===== src/rtl/mul_sequencer.sv =====
// mul_sequencer: iterative unsigned shift-and-add multiplier, N BUSY cycles per 2N-bit product.
// Optional MUL_ZERO_SKIP_EN: a zero operand completes straight to DONE with a zero result.
module mul_sequencer #(
  parameter int OPERAND_LENGTH = 32
) (
  input  logic                      clk,
  input  logic                      rst_n,
  input  logic                      start,
  input  logic                      flush,
  input  logic [OPERAND_LENGTH-1:0] opd1,
  input  logic [OPERAND_LENGTH-1:0] opd2,
  output logic                      busy,
  output logic                      result_valid,
  output logic [OPERAND_LENGTH-1:0] result_lo,
  output logic [OPERAND_LENGTH-1:0] result_hi
);
  localparam int N  = OPERAND_LENGTH;
  localparam int CW = (N > 1) ? $clog2(N) : 1;
  typedef enum logic [1:0] {IDLE, BUSY, DONE} state_t;
  state_t state_q, state_d;
  logic [N-1:0] mcand_q, mcand_d, lo_q, lo_d, hi_q, hi_d;
  logic [N-1:0] res_lo_q, res_lo_d, res_hi_q, res_hi_d;
  logic [CW-1:0] cnt_q, cnt_d;
  logic [N:0] sum;
  logic accept, last, zero_op;
  // adder in add mode; the carry sum[N] shifts into hi so nothing is lost
  assign sum = {1'b0, hi_q} + (lo_q[0] ? {1'b0, mcand_q} : '0);
  assign accept = (state_q != BUSY) && start && !flush;
  assign last = cnt_q == CW'(N - 1);
`ifdef MUL_ZERO_SKIP_EN
  assign zero_op = (opd1 == '0) || (opd2 == '0);
`else
  assign zero_op = 1'b0;
`endif
  always_comb begin
    state_d  = state_q;
    mcand_d  = mcand_q;
    lo_d     = lo_q;
    hi_d     = hi_q;
    cnt_d    = cnt_q;
    res_lo_d = res_lo_q;
    res_hi_d = res_hi_q;
    if (accept) begin
      mcand_d = opd1;
      lo_d    = opd2;
      hi_d    = '0;
      cnt_d   = '0;
      state_d = zero_op ? DONE : BUSY;
      if (zero_op) begin
        res_lo_d = '0;
        res_hi_d = '0;
      end
    end else if (state_q == BUSY) begin
      if (flush) state_d = IDLE;
      else begin
        hi_d  = sum[N:1];
        lo_d  = {sum[0], lo_q[N-1:1]};
        cnt_d = cnt_q + 1'b1;
        if (last) begin
          state_d  = DONE;
          res_hi_d = hi_d;
          res_lo_d = lo_d;
        end
      end
    end else if (state_q == DONE) state_d = IDLE;
  end
  always_ff @(posedge clk or negedge rst_n) begin
    if (!rst_n) begin
      state_q  <= IDLE;
      mcand_q  <= '0;
      lo_q     <= '0;
      hi_q     <= '0;
      cnt_q    <= '0;
      res_lo_q <= '0;
      res_hi_q <= '0;
    end else begin
      state_q  <= state_d;
      mcand_q  <= mcand_d;
      lo_q     <= lo_d;
      hi_q     <= hi_d;
      cnt_q    <= cnt_d;
      res_lo_q <= res_lo_d;
      res_hi_q <= res_hi_d;
    end
  end
  assign busy         = state_q == BUSY;
  assign result_valid = state_q == DONE;
  assign result_lo    = res_lo_q;
  assign result_hi    = res_hi_q;
endmodule


===== config.mk =====
export PLATFORM = sky130hd
export DESIGN_NAME = mul_sequencer
export DESIGN_NICKNAME = d
export VERILOG_FILES = /design/src/rtl/mul_sequencer.sv
export SDC_FILE = /design/constraint.sdc
export NUM_CORES = 1
export LEC_CHECK = 0
export CORE_MARGIN = 2
export CORE_UTILIZATION = 50
export DETAILED_ROUTE_END_ITERATION = 10
export GPL_ROUTABILITY_DRIVEN = 1
export PLACE_DENSITY = 0.86
export SLEW_MARGIN = 20
export SYNTH_ARGS = -nofsm -noshare
export SYNTH_HDL_FRONTEND = slang
export SYNTH_SLANG_ARGS = --single-unit

===== constraint.sdc =====
create_clock -name clk -period 7.1 [get_ports clk]
set_clock_uncertainty 0.1 [all_clocks]
set_input_delay 1.42 -clock clk [delete_from_list [all_inputs] [get_ports clk]]
set_output_delay 1.42 -clock clk [all_outputs]
set_load 0.01 [all_outputs]

==> results.py, run 1 <==
metrics = {
    "global_route": {
        "grtUsageMet1_pct": 32.0,
        "use_met3_pct": 5.63,
        "grt_busiest_layer": "met2",
        "antenna_found_initial": 0,
        "grt_max_degree": 107,
        "grt_use_total_pct": 24.0,
        "grt_pass1_wl_mm": 35.0,
        "gr-total-overflow": 0,
        "grt_use_met2_pct": 39.3,
        "grt_pass1_vias": 7040,
    },
    "place": {
        "gp_congestion": 0.885,
        "dp_hpwl_mm": 13.8,
        "portBuffers": 133,
    },
    "sta": {
        "finalCriticalPeriod_ns": 4.05,
        "rsz0062_at_grt": "no",
        "tns_ns": 0,
        "tightest_slew_ns": 1.04,
        "setup_viol": 0,
        "hold_viol": 0,
        "holdWs_ns": 0.380,
        "fin_crit_sh_pct": 57.0,
        "relSlewSlack_pct": 30.6,
        "maxClockFrequency_mhz": 247,
        "slew_viol_final": 0,
    },
    "route": {
        "via_per_inst": 5.64,
        "drtIter0Drc": 535,
        "avgRoutedWirePerCell_um": 17.1,
        "drtAntennaViolNets": 0,
        "drc": 0,
        "firstDrtPassIters": 5,
        "vias": 6830,
        "drt-total-wl_mm": 20.7,
    },
    "clocking": {
        "cts_root_buffer": "clkbuf_16",
        "clk_pin_slew_worst_paths_ns": 0.07,
        "clock-sinks": 167,
        "clk-insertion-delay-late_ns": 0.44,
        "cts_setup_buffers": 0,
        "cts.htree.levels": 4,
        "post_cts_resized": 0,
        "hold_buffers": 0,
        "cts_buffers": 17,
        "ctsLongestPathBuffers": 2,
        "cts_tree": "built",
    },
    "synth": {
        "synth_nets": 973,
        "async_reset_ff_share_pct": 100,
        "synth_edf_count": 0,
        "synthCells": 868,
        "ys_seq_area_share_pct": 48.8,
        "synth_warnings": 0,
        "synth_cell_types": 57,
        "postSynthAreaPerCell_sq_um": 9.88,
        "synth_area_sq_um": 8570,
        "synthFlopType": "dfrtp_1",
        "ys_ff_latch": 167,
    },
    "critical_path": {
        "endpoint_kind": "flop",
        "crit_chain": "clkdlybuf4s50_1, buf_4, nor2b_4, and2_2, buf_4, mux2_2",
        "ff2ff_setup_slack_ns": 3.26,
        "critPathTopFamily": "simple AND/OR/NAND/NOR gates",
        "r2r_cells": 11,
        "regToRegEndpoint": "hi_q[27]$_DFFE_PN0P_",
        "critPathMaxFanout": 36,
        "r2r-start": "lo_q[0]$_DFFE_PN0P_",
        "slowest_delay_ns": 0.66,
        "crit_type": "input pin to flop",
        "path_common_cell": "buf_4",
        "start_kind": "input pin",
        "crit_buf_inv": 3,
        "cp_data_arrival_time_ns": 4.26,
        "crit_slowest_cell": "nor2b_4",
        "required_ns": 7.31,
    },
    "floorplan": {
        "rows": 47,
        "die_area_sq_um": 18200,
        "ios": 134,
        "die_y_um": 135,
        "die_w_um": 135,
        "core_sq_um": 16600,
        "start_util_pct": 51.5,
    },
    "outcome": {
        "outcome": "finished, final reports clean",
    },
    "cells_and_area": {
        "n_antenna_cell": 0,
        "drive_gt1_share_pct": 10.7,
        "final_util_pct": 64.3,
        "fillers": 1325,
        "syn2layout_area_growth_pct": 24.7,
        "nets": 1083,
    },
    "hold_path": {
        "min_to": "result_lo[24]$_DFFE_PN0P_",
        "hold_depth": 2,
        "hold_path_class": "flop to flop",
        "worstHoldStart": "result_lo[24]$_DFFE_PN0P_",
    },
    "power_and_ir_drop": {
        "power.leakage_nw": 4.89,
        "irDropWorstVdd_mv": 0.231,
        "power.density_nw_per_um2": 345,
    },
    "flow_run": {
        "cap_violations": 0,
    },
}
## tightest hold or removal path, cell delays in order, from the launching register on
cell and delay, ns:
dfrtp_1 0.34, nand2_1 0.05, nand2_1 0.05
## power by group
group	internal [W]	total (W)	switching, W
sequential	0.00122	0.00143	0.000219
combinational	0.000587	0.00132	0.000735
clock	0.000526	0.000933	0.000407
## registers in the layout (all words and copies together) (netlist names)
register / count
hi_q: 32
lo_q: 32
mcand_q: 32
result_hi: 32
result_lo: 32
cnt_q: 5
state_q: 2
## layout by cell type (no fill, tap or decap), types with 23 or more instances in the layout
master / count
a21oi_1: 59
a22o_1: 23
a22oi_1: 32
and2_1: 40
clkdlybuf4s50_1: 132
dfrtp_1: 167
ha_1: 36
mux2_2: 43
nand2_1: 169
nor2b_1: 31
o21ai_0: 51
## metrics by stage
| step | setup slack [ns] | cell area [sq um] | std cells | power (W) |
|---|---|---|---|---|
| after global placement | 2.68 | 10100 | 1178 | 0.00270 |
| final | 3.05 | 10700 | 1211 | 0.00369 |
| after global routing | 2.90 | 10700 | 1211 | 0.00394 |
| after CTS | 3.07 | 10700 | 1210 | 0.00370 |
| after detailed placement | 2.64 | 10100 | 1178 | 0.00274 |
| after floorplan | 3.96 | 8570 | 868 | 0.00238 |
## routing by layer
layer	vias up	part of all wire, %
met5	-	0
met4	0	1.5
met3	29	6.0
met2	206	48
met1	3323	44
li1	3272	-
## final cells by class
cell class / count / area [sq um] / share of cell area [%]
well taps: 220 / 275 / 2.57
clock buffers: 17 / 425 / 3.98
clock inverters: 15 / 164 / 1.53
multi-input cells: 641 / 4200 / 39.2
flip-flops and latches: 167 / 4180 / 39.1
repair buffers: 142 / 1420 / 13.3
inverters: 9 / 33.8 / 0.316
## worst max-delay path by stage
stage,from,to,cells after the start
6_report,flush,result_hi[6]$_DFFE_PN0P_,6
3_3_place_gp,flush,result_hi[20]$_DFFE_PN0P_,6
2_1_floorplan,flush,mcand_q[10]$_DFFE_PN0P_,6
3_5_place_dp,flush,result_hi[22]$_DFFE_PN0P_,6
4_1_cts,flush,result_hi[22]$_DFFE_PN0P_,6
5_1_grt,flush,result_hi[28]$_DFFE_PN0P_,9
## cell families after synthesis
| logic type | after synthesis | synth area share (%) |
|---|---|---|
| compound gates | 238 | 18.1 |
| xor+xnor | 28 | 2.86 |
| fa+ha+maj | 37 | 5.49 |
| buf+inv | 60 | 2.69 |
| flops | 167 | 48.8 |
| mux | 43 | 5.65 |
| simple gates | 295 | 16.5 |
## cell usage after synthesis (8+ instances only)
library cell  instances  area, sq um
ha_1                 36          450
mux2_2               43          484
dfrtp_1             167         4180
clkbuf_1             44          165
a21o_1               10         75.1
xnor2_1              17          149
nor2b_1              34          213
a22o_1               23          201
nor2_1               10         37.5
a22oi_1              32          240
inv_1                 9         33.8
nand3_1               9         45.0
nand4_1               8         50.1
o21ai_0              51          255
nand2_1             170          638
a21oi_1              59          295
o21ai_1              21          105
and2_1               41          257
xor2_1               11         96.3
No activity file was read; power rests on OpenSTA's default activity.
==> inputs of run 2 (changes only) <==
==> constraint.sdc (replaced) <==
create_clock -name clk -period 4 [get_ports clk]
set_clock_uncertainty 0.1 [all_clocks]
set_input_delay 0.8 -clock clk [delete_from_list [all_inputs] [get_ports clk]]
set_output_delay 0.8 -clock clk [all_outputs]
set_load 0.01 [all_outputs]
==> run 2 against run 1 <==
  * Count of clock-buffer cells in the layout stayed put
  * Non-clock buffer count grew 7
  * Via count increased by 2.1%
  * Critical endpoint is now result_hi[27]$_DFFE_PN0P_
  * Clock power is 81% higher
  * Largest cell class unchanged
  * Cell count up 0.58%
  * Core utilization is 0.59 points higher
  * Wire length increased by 5.4%
  * Global-route usage up 1.0 points
==> results.py, run 2 (synthesis gave the netlist of run 1 again) <==
metrics = {
    "place": {
        "dp_hpwl_mm": 14.9,
        "portBuffers": 133,
        "place_area_sq_um": 10200,
        "gp_congestion": 0.906,
        "place_worst_setup_slack_ns": 0.520,
    },
    "critical_path": {
        "critPathMaxFanout": 21,
        "endpoint_kind": "flop",
        "crit_slowest_cell": "dfrtp_1",
        "slowest_delay_ns": 0.52,
        "crit_chain": "buf_4, and2_1, fa_1, a21o_1, a221oi_2, o2111a_2, nor4_2, or3_1, a31oi_1, xor2_1, o21ai_1",
        "cp_data_arrival_time_ns": 3.77,
        "start_kind": "flop",
        "required_ns": 4.21,
        "crit_type": "flop to flop",
    },
    "global_route": {
        "grt_pass1_wl_mm": 36.1,
        "grt_pass1_vias": 7080,
        "grt_use_total_pct": 25.0,
        "grt_max_degree": 68,
        "antenna_found_initial": 0,
        "gr-total-overflow": 0,
    },
    "route": {
        "drtIter0Drc": 506,
        "via_per_inst": 5.73,
        "vias": 6976,
        "drc": 0,
        "drt-total-wl_mm": 21.8,
        "drtAntennaViolNets": 0,
        "avgRoutedWirePerCell_um": 17.9,
        "firstDrtPassIters": 5,
    },
    "floorplan": {
        "die_area_sq_um": 18200,
        "die_y_um": 135,
        "die_w_um": 135,
        "start_util_pct": 51.5,
        "rows": 47,
        "ios": 134,
        "core_sq_um": 16600,
    },
    "cells_and_area": {
        "fillers": 1340,
        "multi_input_area_sq_um": 4200,
        "syn2layout_area_growth_pct": 25.9,
        "final-seq-area_sq_um": 4180,
        "n_antenna_cell": 0,
        "fin_area_sq_um": 10800,
        "layout.cells.most_common": "nand2_1",
        "drive_gt1_share_pct": 11.3,
        "nets": 1090,
        "final_cell_mix": "nand2_1, dfrtp_1, clkdlybuf4s50_1",
    },
    "sta": {
        "finalCriticalPeriod_ns": 3.56,
        "maxClockFrequency_mhz": 281,
        "fin_crit_sh_pct": 89.1,
        "hold_viol": 0,
        "rsz0062_at_grt": "no",
        "tightest_slew_ns": 0.954,
        "tns_ns": 0,
        "setup_viol": 0,
        "relSlewSlack_pct": 36.2,
        "worst_slack_ns": 0.437,
        "slew_viol_final": 0,
    },
    "clocking": {
        "cts_buffers": 17,
        "cts_root_buffer": "clkbuf_16",
        "hold_buffers": 0,
        "post_cts_resized": 0,
        "clock-sinks": 167,
        "cts_tree": "built",
        "cts_setup_buffers": 0,
        "ctsLongestPathBuffers": 2,
        "cts.htree.levels": 4,
        "clk-insertion-delay-late_ns": 0.44,
        "clk_pin_slew_worst_paths_ns": 0.08,
    },
    "power_and_ir_drop": {
        "power.total_w": 0.00664,
        "irDropWorstVdd_mv": 0.377,
        "power.density_nw_per_um2": 615,
        "power.leakage_nw": 4.94,
    },
    "outcome": {
        "outcome": "finished, final reports clean",
    },
    "hold_path": {
        "hold_path_class": "input pin to async pin",
    },
    "flow_run": {
        "cap_violations": 0,
    },
}
[run 2: cell count changes in the layout (fill, tap and decap cells not counted), sizes merged]
cell      delta
clkinvlp     -1
bufinv       -2
inv          +2
clkinv       +1
buf          +7
[run 2: final timing paths]
path	start	slack (ns)	cells after the start	endpoint
max	lo_q[0]$_DFFE_PN0P_	0.44	11	result_hi[27]$_DFFE_PN0P_
min	rst_n	0.26	1	mcand_q[18]$_DFFE_PN0P_
max reg2reg	lo_q[0]$_DFFE_PN0P_	0.44	11	result_hi[27]$_DFFE_PN0P_
min reg2reg	result_lo[5]$_DFFE_PN0P_	0.38	2	result_lo[5]$_DFFE_PN0P_
max in group asynchronous	rst_n	2.65	2	result_hi[1]$_DFFE_PN0P_
min in group clk	result_lo[5]$_DFFE_PN0P_	0.38	2	result_lo[5]$_DFFE_PN0P_
[run 2: area by class of cell]
| cell class | instances | share of cell area [%] |
|---|---|---|
| Timing Repair Buffer | 149 | 13.8 |
| Multi-Input combinational cell | 641 | 38.9 |
| Clock buffer | 17 | 3.94 |
| Sequential cell | 167 | 38.7 |
| Tap cell | 220 | 2.55 |
| Inverter | 9 | 0.313 |
| Clock inverter | 15 | 1.77 |
[run 2: power breakdown]
group / internal, W / total, W / switching, W
Sequential: 0.00216 / 0.00254 / 0.000385
Combinational: 0.00106 / 0.00241 / 0.00135
Clock: 0.000856 / 0.00169 / 0.000830
[run 2: per-stage QoR]
step                      utilization, %  hold WS, ns  cells
after global placement              61.1        0.358   1186
after CTS                           64.8        0.273   1218
after detailed placement            61.1        0.361   1186
final                               64.8        0.261   1218
after global routing                64.8        0.308   1218
after floorplan                        -        0.356    868
[run 2: critical path, delay by kind of cell, from the launching register on]
kind                       cells  cell delay, ns
DFF                            1            0.52
buffers and inverters          1            0.28
xor gates and xnor gates       1            0.22
adders and majority gates      1            0.43
and+or+nand+nor                3            0.63
AOI/OAI and AO/OA              5            1.24
[run 2: routing by layer]
metal,GRT usage (%),wire length [um]
met4,7.35,361
met3,6.91,1360
met1,32.9,9700
met5,0,0
met2,40.6,10400
==> inputs of run 3 (changes only) <==
--- a/config.mk
+++ b/config.mk
@@ -9,7 +9,7 @@
 export CORE_UTILIZATION = 50
 export DETAILED_ROUTE_END_ITERATION = 10
 export GPL_ROUTABILITY_DRIVEN = 1
-export PLACE_DENSITY = 0.86
+export PLACE_DENSITY = 0.75
 export SLEW_MARGIN = 20
 export SYNTH_ARGS = -nofsm -noshare
 export SYNTH_HDL_FRONTEND = slang
==> run 3 against run 2 <==
  * Count of clock-buffer cells in the layout grew 1
  * Cell count is the same
  * First-iteration DRC count shrank 23%
  * Via count shrank 0.99%
  * Fmax grew 2.0%
  * Register-to-register slack gained 0.07 ns
  * Critical endpoint is now hi_q[27]$_DFFE_PN0P_
==> results.py, run 3 (synthesis gave the netlist of run 1 again) <==
metrics = {
    "critical_path": {
        "required_ns": 4.19,
        "cp_data_arrival_time_ns": 3.69,
        "endpoint_kind": "flop",
        "crit_type": "flop to flop",
        "start_kind": "flop",
        "critPathMaxFanout": 16,
    },
    "sta": {
        "slew_viol_final": 0,
        "tns_ns": 0,
        "rsz0062_at_grt": "no",
        "tightest_slew_ns": 0.951,
        "holdWs_ns": 0.0681,
        "setup_viol": 0,
        "finalCriticalPeriod_ns": 3.49,
        "fin_crit_sh_pct": 87.3,
        "maxClockFrequency_mhz": 286,
        "hold_viol": 0,
        "relSlewSlack_pct": 36.4,
    },
    "floorplan": {
        "die_w_um": 135,
        "start_util_pct": 51.5,
        "die_area_sq_um": 18200,
        "rows": 47,
        "die_y_um": 135,
        "ios": 134,
        "core_sq_um": 16600,
    },
    "cells_and_area": {
        "n_antenna_cell": 0,
        "syn2layout_area_growth_pct": 25.6,
        "fillers": 1371,
        "final_util_pct": 64.7,
        "multi_input_area_sq_um": 4200,
        "final_cell_mix": "nand2_1, dfrtp_1, clkdlybuf4s50_1",
        "layout.cells.most_common": "nand2_1",
        "final-seq-area_sq_um": 4180,
        "drive_gt1_share_pct": 11.3,
        "nets": 1090,
        "fin_area_sq_um": 10800,
    },
    "place": {
        "portBuffers": 133,
        "dp_hpwl_mm": 14.3,
        "place_area_sq_um": 10200,
        "gp_congestion": 0.861,
    },
    "global_route": {
        "grt_max_degree": 106,
        "antenna_found_initial": 0,
        "grt_use_total_pct": 24.7,
        "gr-total-overflow": 0,
        "grt_pass1_wl_mm": 35.7,
        "grt_pass1_vias": 6895,
    },
    "route": {
        "drtAntennaViolNets": 0,
        "avgRoutedWirePerCell_um": 17.6,
        "drt-total-wl_mm": 21.5,
        "firstDrtPassIters": 5,
        "drtIter0Drc": 389,
        "drc": 0,
        "vias": 6907,
        "via_per_inst": 5.67,
    },
    "clocking": {
        "cts_buffers": 17,
        "hold_buffers": 0,
        "cts_setup_buffers": 0,
        "clk_pin_slew_worst_paths_ns": 0.07,
        "cts_root_buffer": "clkbuf_16",
        "clock-sinks": 167,
        "cts.htree.levels": 4,
        "clk-insertion-delay-late_ns": 0.43,
        "ctsLongestPathBuffers": 2,
        "post_cts_resized": 0,
        "cts_tree": "built",
    },
    "power_and_ir_drop": {
        "power.density_nw_per_um2": 614,
        "power.leakage_nw": 4.92,
        "irDropWorstVdd_mv": 0.354,
        "power.total_w": 0.00661,
    },
    "outcome": {
        "outcome": "finished, final reports clean",
    },
    "flow_run": {
        "cap_violations": 0,
    },
    "hold_path": {
        "hold_path_class": "input pin to async pin",
    },
}
==> run 3: changes by cell type in the layout (fill, tap and decap cells not counted), sizes merged <==
cell	change
clkinv	-4
clkbuf	+1
inv	-3
clkinvlp	+4
bufinv	+2
==> run 3: routing by layer <==
layer | vias up | wire, um | track usage, %
met3 | 27 | 1230 | 6.72
li1 | 3285 | - | -
met2 | 178 | 10200 | 39.6
met1 | 3417 | 9740 | 33.5
met5 | - | 0 | 0
met4 | 0 | 295 | 6.19
==> run 3: where the power goes <==
group          switching (W)  internal, W  total [W]  leakage (nW)
clock network       0.000734     0.000952    0.00169         0.282
logic                0.00133      0.00106    0.00239          2.45
registers           0.000376      0.00216    0.00253          2.18
==> run 3: worst paths after layout <==
| path | start | to | slack [ns] | cells after the start |
|---|---|---|---|---|
| worst min-delay path | rst_n | hi_q[16]$_DFFE_PN0P_ | 0.07 | 1 |
| worst max register to register | lo_q[0]$_DFFE_PN0P_ | hi_q[27]$_DFFE_PN0P_ | 0.51 | 11 |
| min in group clk | result_lo[6]$_DFFE_PN0P_ | result_lo[6]$_DFFE_PN0P_ | 0.38 | 2 |
| worst min register to register | result_lo[6]$_DFFE_PN0P_ | result_lo[6]$_DFFE_PN0P_ | 0.38 | 2 |
| worst max-delay path | lo_q[0]$_DFFE_PN0P_ | hi_q[27]$_DFFE_PN0P_ | 0.51 | 11 |
| max in group asynchronous | rst_n | hi_q[11]$_DFFE_PN0P_ | 2.84 | 2 |
==> run 3: area by class of cell <==
cell class | instances | share of cell area (%)
tap | 220 | 2.56
clock inverter | 14 | 1.51
inverter | 9 | 0.314
sequential | 167 | 38.8
clock buffer | 18 | 4.08
timing repair buffer | 149 | 13.7
multi-input combinational | 641 | 39.0
==> run 3: stage by stage <==
step	instances	worst slack, ns
after CTS	1218	0.488
after global placement	1186	0.670
final	1218	0.507
after detailed placement	1186	0.511
after global routing	1218	0.227
after floorplan	868	1.03
==> run 3: worst max-delay path, cell delays in order (launching register included) <==
cell and delay (ns):
dfrtp_1 0.55, and2_1 0.23, ha_1 0.20, fa_1 0.40
a21o_1 0.23, a221oi_2 0.33, o2111a_2 0.30, nor4_2 0.08
or3_1 0.38, a31oi_1 0.23, xor2_1 0.23, o21ai_1 0.08
